## config.mk

```make
export PLATFORM = sky130hd
export DESIGN_NAME = parking_slot_allocator
export DESIGN_NICKNAME = d
export VERILOG_FILES = /design/src/rtl/parking_slot_allocator.sv
export SDC_FILE = /design/constraint.sdc
export NUM_CORES = 1
export LEC_CHECK = 0
export CORE_MARGIN = 5
export CORE_UTILIZATION = 51
export CTS_CLUSTER_SIZE = 28
export DETAILED_ROUTE_END_ITERATION = 8
export PLACE_DENSITY = 0.78
export RECOVER_POWER = 100
export REMOVE_ABC_BUFFERS = 1
export SYNTH_ARGS = -nofsm -noshare
export SYNTH_HDL_FRONTEND = slang
export SYNTH_SLANG_ARGS = --single-unit
```

## constraint.sdc

```tcl
create_clock -name clk -period 2 [get_ports clk]
set_input_delay 0.3 -clock clk [delete_from_list [all_inputs] [get_ports clk]]
set_output_delay 0.3 -clock clk [all_outputs]
set_load 0.02 [all_outputs]
```

## src/rtl/parking_slot_allocator.sv

```systemverilog
// parking_slot_allocator
// This block tracks an 8-slot parking lot as an occupancy bitmap.
// - Entry requests are granted the lowest free slot.
// - Exit requests release the addressed slot.
// - Every accepted event holds the gate open for GATE_CYCLES cycles.
// - When both requests arrive together, the exit is served first.
// Optional feature: define PARK_STATS_EN to add the saturating
// total_entries counter and its output port.
module parking_slot_allocator #(
    parameter int unsigned GATE_CYCLES = 4
) (
    input  logic       clk,
    input  logic       reset,
    input  logic       entry_req,
    input  logic       exit_req,
    input  logic [2:0] exit_slot,
    output logic       entry_ack,
    output logic       entry_nack,
    output logic [2:0] slot_id,
    output logic       exit_ack,
    output logic       exit_err,
    output logic [7:0] new_capacity,
`ifdef PARK_STATS_EN
    output logic [7:0] total_entries,
`endif
    output logic       gate_open,
    output logic       full,
    output logic       empty
);

    typedef enum logic [1:0] {
        IDLE   = 2'd0,
        DECIDE = 2'd1,
        GATE   = 2'd2
    } state_t;

    localparam logic [3:0] GATE_LOAD_C = 4'(GATE_CYCLES);

    // Returns {found, index} of the lowest-numbered free slot.
    function automatic logic [3:0] lowest_free(input logic [7:0] map);
        logic [3:0] res;
        res = 4'b0000;
        for (int i = 7; i >= 0; i--) begin
            if (!map[i]) begin
                res = {1'b1, 3'(i)};
            end
        end
        return res;
    endfunction

    state_t     state_r, next_state_s;
    logic [7:0] cap_r, cap_next_s;
    logic [2:0] slot_id_r, slot_id_next_s;
    logic [3:0] gate_cnt_r, gate_cnt_next_s;
    logic       is_exit_r, is_exit_next_s;
    logic [2:0] slot_lat_r, slot_lat_next_s;
    logic       entry_ack_r, entry_nack_r, exit_ack_r, exit_err_r, gate_open_r;
    logic       entry_ack_s, entry_nack_s, exit_ack_s, exit_err_s;
    logic [3:0] free_s;

    assign free_s = lowest_free(cap_r);

    // Next-state and datapath decisions for the IDLE/DECIDE/GATE controller.
    always_comb begin
        next_state_s    = state_r;
        cap_next_s      = cap_r;
        slot_id_next_s  = slot_id_r;
        gate_cnt_next_s = gate_cnt_r;
        is_exit_next_s  = is_exit_r;
        slot_lat_next_s = slot_lat_r;
        entry_ack_s     = 1'b0;
        entry_nack_s    = 1'b0;
        exit_ack_s      = 1'b0;
        exit_err_s      = 1'b0;
        case (state_r)
            IDLE: begin
                // Exit wins a tie; the held entry request is picked up on a later pass.
                if (exit_req) begin
                    next_state_s    = DECIDE;
                    is_exit_next_s  = 1'b1;
                    slot_lat_next_s = exit_slot;
                end else if (entry_req) begin
                    next_state_s    = DECIDE;
                    is_exit_next_s  = 1'b0;
                end else begin
                    next_state_s    = IDLE;
                end
            end
            DECIDE: begin
                if (is_exit_r) begin
                    if (cap_r[slot_lat_r]) begin
                        cap_next_s[slot_lat_r] = 1'b0;
                        exit_ack_s             = 1'b1;
                        gate_cnt_next_s        = GATE_LOAD_C;
                        next_state_s           = GATE;
                    end else begin
                        exit_err_s             = 1'b1;
                        next_state_s           = IDLE;
                    end
                end else begin
                    if (free_s[3]) begin
                        cap_next_s[free_s[2:0]] = 1'b1;
                        slot_id_next_s          = free_s[2:0];
                        entry_ack_s             = 1'b1;
                        gate_cnt_next_s         = GATE_LOAD_C;
                        next_state_s            = GATE;
                    end else begin
                        entry_nack_s            = 1'b1;
                        next_state_s            = IDLE;
                    end
                end
            end
            GATE: begin
                if (gate_cnt_r <= 4'd1) begin
                    gate_cnt_next_s = 4'd0;
                    next_state_s    = IDLE;
                end else begin
                    gate_cnt_next_s = gate_cnt_r - 4'd1;
                    next_state_s    = GATE;
                end
            end
            default: begin
                next_state_s    = IDLE;
                gate_cnt_next_s = 4'd0;
            end
        endcase
    end

    // State, bitmap, latched request and registered output pulses.
    always_ff @(posedge clk or posedge reset) begin
        if (reset) begin
            state_r      <= IDLE;
            cap_r        <= 8'h00;
            slot_id_r    <= 3'd0;
            gate_cnt_r   <= 4'd0;
            is_exit_r    <= 1'b0;
            slot_lat_r   <= 3'd0;
            entry_ack_r  <= 1'b0;
            entry_nack_r <= 1'b0;
            exit_ack_r   <= 1'b0;
            exit_err_r   <= 1'b0;
            gate_open_r  <= 1'b0;
        end else begin
            state_r      <= next_state_s;
            cap_r        <= cap_next_s;
            slot_id_r    <= slot_id_next_s;
            gate_cnt_r   <= gate_cnt_next_s;
            is_exit_r    <= is_exit_next_s;
            slot_lat_r   <= slot_lat_next_s;
            entry_ack_r  <= entry_ack_s;
            entry_nack_r <= entry_nack_s;
            exit_ack_r   <= exit_ack_s;
            exit_err_r   <= exit_err_s;
            gate_open_r  <= (next_state_s == GATE);
        end
    end

`ifdef PARK_STATS_EN
    logic [7:0] total_entries_r;

    // Saturating count of granted entries.
    always_ff @(posedge clk or posedge reset) begin
        if (reset) begin
            total_entries_r <= 8'd0;
        end else if (entry_ack_s && (total_entries_r != 8'hFF)) begin
            total_entries_r <= total_entries_r + 8'd1;
        end else begin
            total_entries_r <= total_entries_r;
        end
    end

    assign total_entries = total_entries_r;
`endif

    assign entry_ack    = entry_ack_r;
    assign entry_nack   = entry_nack_r;
    assign exit_ack     = exit_ack_r;
    assign exit_err     = exit_err_r;
    assign slot_id      = slot_id_r;
    assign new_capacity = cap_r;
    assign gate_open    = gate_open_r;
    assign full         = (cap_r == 8'hFF);
    assign empty        = (cap_r == 8'h00);

endmodule

```

==> run metrics, run 1 <==
outcome=finished, final reports clean; routed len/inst=15.32 µm; Main synth FF type=dfrtp_1; CP Buf/Inv Count=2; Max Slew Vio Count=0; hold path start=slot_id[0]; Via density=5.903; worst endpoint required time=1700 ps; antenna violations before repair=0; first-pass GRT wire length=5589 µm; Rows=19; GRT Util Overall=17.44%; Clk Latency, worst-skew pair=330 ps; Hold Path Class=register to register; FMAX=523.0 MHz; initial drt markers=74; Inserted Diodes=0; fraction of registers with async set/reset=100.0%; RSZ-0062 raised after global routing=no; Netlist cell types=36; Final WS setup=88.05 ps; HPWL after DPL=2433 µm; Leak Pwr=0.8319 nW; I/O pin count=25; post-synth top area share=46.06%; most frequent cell after synthesis=dfrtp_1; Total Wirelength=3172 µm; CTS buffer count=3; vias in the first global route=1,202; Initial DRT Pass Iterations=5; clock transition at the registers of the reported paths=140 ps; worst hold endpoint=slot_id[0]; DRC=0; Inst Count DP=203; number of port buffers=24; Placeable Area=0.002710 mm²; Vias=1,222; Synth Instances=140; Fin. Hold Viols=0; crit-path max cell delay=700 ps; RD Place Congestion=0.8961; layout filler cell count=215; area growth from synthesis to layout=25.33%; crit path capture type=output port; Post-CTS Setup Inserts=0; Top delay family on crit path=buffers and inverters; Slew Limit Headroom=7.817%; hold slack=494.1 ps; Util after Layout=65.33%; max-cap viol count=0; kind of critical path=register to output port; slowest CP cell=dlygate4sd3_1; Pwr Density=1596 mW/mm²; critical path, cell by cell=clkbuf_2 -> dlygate4sd3_1; Worst R2R End=gate_cnt_r[3]; final worst path period share=95.60%; CP max FO=8; H-tree Lvls=1; Worst Setup Start Kind=register; Syn. warnings=0; largest net degree at the start of global routing=27; final std cells w/o fill=207; setup TNS=0 ps; Worst Clk Skew=4.792 ps; Avg Inst Size Synth=10.09 µm²; area leader, netlist=dfrtp_1; DIE AREA=0.003923 mm²; Chip Width=62.63 µm; hold depth=2; DRT antenna net count=0; peak supply drop=0.9062 mV; CTS tree=yes; final setup fails=0; crit path time final=1912 ps; CTS resizes=4; synth top area cells=dfrtp_1 46%, ha_1 5.3%, nand2_1 4.5%, mux2_2 4.0%, a2bb2oi_4 3.7%; Worst Reg-to-Reg Cells=5; nets@finish=190; synth cell count leaders=26 x dfrtp_1, 17 x nand2_1, 13 x nor2_1; CTS hold repair buffers=0; Worst R2R Start=slot_lat_r[0]; Initial Utilization=52.12%; Yosys reg bits=26; layout cells sized above 1=15.91%; root buffer cell=clkbuf_4; die height=62.63 µm; number of synthesized flops with an enable pin=0; pre-CTS setup slack=62.74 ps; CP Data Arrival Time=1610 ps; global route overflow=0; Synth Cell Area=0.001413 mm²; Max Buffers Root-to-Sink=2; sequential element share of the synthesized area=46.06%; R2R Setup Slk=130 ps; Num Clock Sinks=26; Least-Margin Pin Slew=1383 ps
==> area by class of cell <==
cell class | instances | area, µm² | area share [%]
clock buffer | 4 | 36.28 | 2.049
inverter | 12 | 45.04 | 2.544
multi-input combinational | 100 | 700.7 | 39.58
sequential | 26 | 650.6 | 36.75
tap | 31 | 38.79 | 2.191
timing repair buffer | 34 | 299.0 | 16.89
==> sequential cells by signal, summed over array words and instances (netlist names) <==
signal	count
gate_cnt_r	4
entry_nack	1
state_r	2
slot_id	3
new_capacity	8
exit_err	1
is_exit_r	1
gate_open	1
entry_ack	1
exit_ack	1
slot_lat_r	3
==> layer usage <==
layer  track usage [%]  wire length, µm
met1             21.64             1348
met2             28.76             1552
met3             3.777              205
met4             7.958               65
met5                 0                0
==> kinds of logic after synthesis <==
| logic type | Yosys count | share of synthesized area [%] |
|---|---|---|
| compound gates | 33 | 18.07 |
| buf+inv | 14 | 4.340 |
| mux | 9 | 7.529 |
| flops | 26 | 46.06 |
| simple gates | 52 | 18.69 |
| fa+ha+maj | 6 | 5.314 |
==> layout by cell type (no fill, tap or decap), types with 4 or more instances in the layout <==
cell / n
buf_4: 8
o31ai_1: 4
a31oi_1: 4
a21oi_1: 8
nor2_1: 13
nor2b_1: 4
nand3_1: 4
dlygate4sd3_1: 16
nand2_1: 17
o21ai_0: 6
ha_1: 6
clkdlybuf4s50_1: 6
mux2_2: 5
inv_1: 12
dfrtp_1: 26
==> worst max path at each step <==
stage | depth (start not counted) | end | from | slack [ps]
detailed placement | 3 | empty | new_capacity[2] | 60
finish | 2 | new_capacity[2] | new_capacity[2] | 90
floorplan | 5 | gate_cnt_r[3] | new_capacity[2] | 340
global route | 5 | gate_cnt_r[3] | slot_lat_r[0] | 30
global placement | 3 | empty | new_capacity[2] | 100
CTS | 5 | full | new_capacity[2] | 4
==> per-stage QoR <==
stage | power [mW] | cell area (µm²)
after floorplan | 1.982 | 1396
after global placement | 2.541 | 1750
after detailed placement | 2.603 | 1750
after CTS | 2.889 | 1787
after global routing | 3.028 | 1770
final | 2.826 | 1770
==> tightest hold or removal path, delay by kind of cell, from the launching register on <==
family          cells  cell delay, ps
compound gates      1              60
simple gates        1              40
flops               1             370
==> power breakdown <==
| group | total [mW] | internal [mW] | switching, mW |
|---|---|---|---|
| logic | 1.68 | 0.763 | 0.917 |
| registers | 0.874 | 0.717 | 0.157 |
| clock network | 0.272 | 0.112 | 0.161 |
| total | 2.83 | 1.59 | 1.23 |
(Power assumes the default switching activity.)
==> inputs of run 2 (changes only) <==
Settings changed: MAX_ROUTING_LAYER from default to met4.
==> run metrics, run 2 (synthesized netlist as in run 1, its figures left out) <==
Final Instance Area=0.001770 mm²; Total Wirelength=3180 µm; first-pass GRT wire length=5609 µm; pre-CTS setup slack=62.74 ps; Placeable Area=0.002710 mm²; final setup fails=0; Inserted Diodes=0; clock transition at the registers of the reported paths=140 ps; I/O pin count=25; Slew Limit Headroom=8.094%; Initial Utilization=52.12%; CP max FO=8; CTS hold repair buffers=0; Initial DRT Pass Iterations=4; global route overflow=0; DRC=0; crit path capture type=output port; outcome=finished, final reports clean; Area after DPL=0.001750 mm²; max-cap viol count=0; Final Power=2.828 mW; antenna violations before repair=0; CTS tree=yes; Leak Pwr=0.8319 nW; Largest register FFs=8; Max Buffers Root-to-Sink=2; Vias=1,203; critical path, cell by cell=clkbuf_2 -> dlygate4sd3_1; die height=62.63 µm; hold slack=493.2 ps; Worst Clk Skew=7.268 ps; commonest non-fill, non-tap cell in the layout=dfrtp_1; RSZ-0062 raised after global routing=no; initial drt markers=77; Num Clock Sinks=26; peak supply drop=0.9074 mV; HPWL after DPL=2433 µm; number of port buffers=24; kind of critical path=register to output port; Fin. Hold Viols=0; Least-Margin Pin Slew=1379 ps; Hold Path Class=register to register; Final WS setup=74.22 ps; slowest CP cell=dlygate4sd3_1; CP Data Arrival Time=1630 ps; layout cells sized above 1=15.91%; RD Place Congestion=0.9114; H-tree Lvls=1; DIE AREA=0.003923 mm²; final worst path period share=96.29%; nets@finish=190; Worst Setup Start Kind=register; FMAX=519.3 MHz; Max Slew Vio Count=0; Chip Width=62.63 µm; worst endpoint required time=1700 ps; DRT antenna net count=0; GRT Util Overall=18.08%; Pwr Density=1597 mW/mm²; setup TNS=0 ps; Rows=19; largest net degree at the start of global routing=27; Clk Latency, worst-skew pair=340 ps; vias in the first global route=1,196; area growth from synthesis to layout=25.33%; routed len/inst=15.36 µm; crit path time final=1926 ps; CTS buffer count=3; Via density=5.812; crit-path max cell delay=700 ps; most frequent cells in the layout=26 x dfrtp_1, 17 x nand2_1, 16 x dlygate4sd3_1; root buffer cell=clkbuf_4; Post-CTS Setup Inserts=0
run 2: area by class of cell:
cell class / instances / area (µm²)
Multi-Input combinational cell: 100 / 700.7
Inverter: 12 / 45.04
Clock buffer: 4 / 36.28
Fill cell: 215 / 939.7
Tap cell: 31 / 38.79
Timing Repair Buffer: 34 / 299.0
Sequential cell: 26 / 650.6
run 2: what timing repair did:
action,4_1_cts,5_1_grt
endpoints found under the setup margin,2,2
resized for setup,4,3
cloned,0,0
hold endpoints to repair,0,0
run 2: worst max-delay path, delay by kind of cell (launching register included):
kind	cells	cell delay (ps)
buffers and inverters	2	900
flip-flops	1	390
run 2: final timing paths:
check	to	depth (start not counted)	slack (ps)	startpoint
worst max-delay path	new_capacity[2]	2	70	new_capacity[2]
worst min-delay path	slot_id[0]	2	490	slot_id[0]
worst max register to register	gate_cnt_r[3]	5	120	slot_lat_r[0]
worst min register to register	slot_id[0]	2	490	slot_id[0]
max in group asynchronous	gate_cnt_r[0]	3	490	reset
min in group asynchronous	slot_id[1]	3	700	reset
run 2: power by group:
part / internal [mW] / switching, mW
Clock: 0.112 / 0.165
Combinational: 0.763 / 0.914
Sequential: 0.717 / 0.158
run 2: per-layer routing:
layer	track usage [%]	vias up	wire [µm]
li1	-	576	-
met4	7.958	0	65
met3	4.317	7	206
met2	28.63	62	1556
met1	21.87	558	1350
met5	-	-	0
run 2: stage by stage:
stage | std cells | util [%]
finish | 207 | 65.33
global route | 207 | 65.33
CTS | 207 | 65.93
detailed placement | 203 | 64.59
global placement | 203 | 64.59
floorplan | 138 | -
==> inputs of run 3 (changes only) <==
Settings changed: SKIP_CTS_REPAIR_TIMING from default to 1.
==> run metrics, run 3 (synthesized netlist as in run 1, its figures left out) <==
largest net degree at the start of global routing=27; Area after DPL=0.001750 mm²; initial drt markers=77; I/O pin count=25; crit path time final=1889 ps; CP max FO=9; WP depth=5; Final Instance Area=0.001772 mm²; Hold Path Class=register to register; CP Buf/Inv Count=0; Worst Reg-to-Reg Cells=5; Rows=19; final std cells w/o fill=207; Pwr Density=1599 mW/mm²; Slew Limit Headroom=8.371%; RSZ-0062 raised after global routing=no; max-cap viol count=0; layout cells sized above 1=15.34%; Initial DRT Pass Iterations=4; DRC=0; Clock power frac=9.8%; RD Place Congestion=0.9114; final worst path period share=94.43%; area growth from synthesis to layout=25.42%; global route overflow=0; setup TNS=0 ps; Final WS setup=111.5 ps; Worst R2R End=gate_cnt_r[3]; wl on met1=1323 µm; most frequent cells in the layout=26 x dfrtp_1, 17 x nand2_1, 16 x dlygate4sd3_1; CTS tree=yes; DIE AREA=0.003923 mm²; Worst Setup Start Kind=register; Final Power=2.833 mW; R2R Setup Slk=110 ps; Inserted Diodes=0; CP Data Arrival Time=2120 ps; Clk Latency, worst-skew pair=340 ps; Num Clock Sinks=26; switching pwr=1.236 mW; antenna violations before repair=0; H-tree Lvls=1; Total Wirelength=3168 µm; routed wire length on met2=1546 µm; Placeable Area=0.002710 mm²; vias in the first global route=1,196; Internal=1.598 mW; Largest register FFs=8; sequential share of power=30.9%; CTS buffer count=3; crit-path max cell delay=600 ps; worst endpoint required time=2230 ps; clock transition at the registers of the reported paths=150 ps; Vias=1,214; Worst R2R Start=slot_lat_r[0]; nets@finish=190; root buffer cell=clkbuf_4; routed len/inst=15.30 µm; critical path, cell by cell=mux2i_1 -> a2bb2oi_4 -> nand4b_1 -> and2_4 -> a221o_1; number of port buffers=24; Max Slew Vio Count=0; hold depth=2; crit path capture type=register; Initial Utilization=52.12%; Fin. Hold Viols=0; peak supply drop=0.9165 mV; Chip Width=62.63 µm; WL met3=224 µm; Logic pwr share=59.3%; hold path start=slot_id[0]; uppermost layer routed=met4; GRT Util Overall=18.08%; Sw Share=43.61%; Least-Margin Pin Slew=1374 ps; Worst Clk Skew=7.126 ps; Max Buffers Root-to-Sink=2; Leak Pwr=0.8289 nW; commonest non-fill, non-tap cell in the layout=dfrtp_1; Top delay family on crit path=flip-flops; slowest CP cell=dfrtp_1; die height=62.63 µm; pre-CTS setup slack=62.74 ps; Via density=5.865; first-pass GRT wire length=5609 µm; DRT antenna net count=0; HPWL after DPL=2433 µm; worst hold endpoint=slot_id[0]; outcome=finished, final reports clean; kind of critical path=register to register; layout filler cell count=215; FMAX=529.5 MHz; Inst Count DP=203; final setup fails=0
run 3: changes by cell type in the layout (fill, tap and decap cells not counted), sizes merged:
cell and delta:
buf +1, clkbuf -1
run 3: per-stage QoR:
stage                     util [%]  hold slack, ps
after floorplan                  -           340.0
after global placement       64.59           463.5
after detailed placement     64.59           479.8
after CTS                    65.93           314.2
after global routing         65.37           527.4
final                        65.37           493.3
run 3: how the worst max path moves through the flow:
stage	startpoint	to	slack, ps
floorplan	new_capacity[2]	gate_cnt_r[3]	340
global placement	new_capacity[2]	empty	100
detailed placement	new_capacity[2]	empty	60
CTS	new_capacity[2]	empty	-330
global route	new_capacity[2]	full	20
finish	slot_lat_r[0]	gate_cnt_r[3]	110
run 3: routing by layer:
metal,up-vias,GRT usage (%)
li1,577,-
met5,-,-
met2,67,28.63
met4,0,7.958
met1,561,21.87
met3,9,4.317
run 3: area by class of cell:
class | instances | area, µm² | share of cell area [%]
clock buffers | 4 | 36.28 | 2.048
repair buffers | 34 | 300.3 | 16.95
inverters | 12 | 45.04 | 2.542
flip-flops and latches | 26 | 650.6 | 36.72
well taps | 31 | 38.79 | 2.189
multi-input cells | 100 | 700.7 | 39.55
run 3: power groups by stage:
stage	Sequential (mW)	Clock, mW	Combinational [mW]
after floorplan	1.07	0	0.913
after global placement	0.867	0	1.67
after detailed placement	0.888	0	1.71
after CTS	0.877	0.284	1.73
after global routing	0.903	0.299	1.84
final	0.876	0.277	1.68
run 3: worst min-delay path, cell delays in order, from the launching register on:
cell,delay (ps)
dfrtp_1,370
nand2_1,40
o21ai_0,60
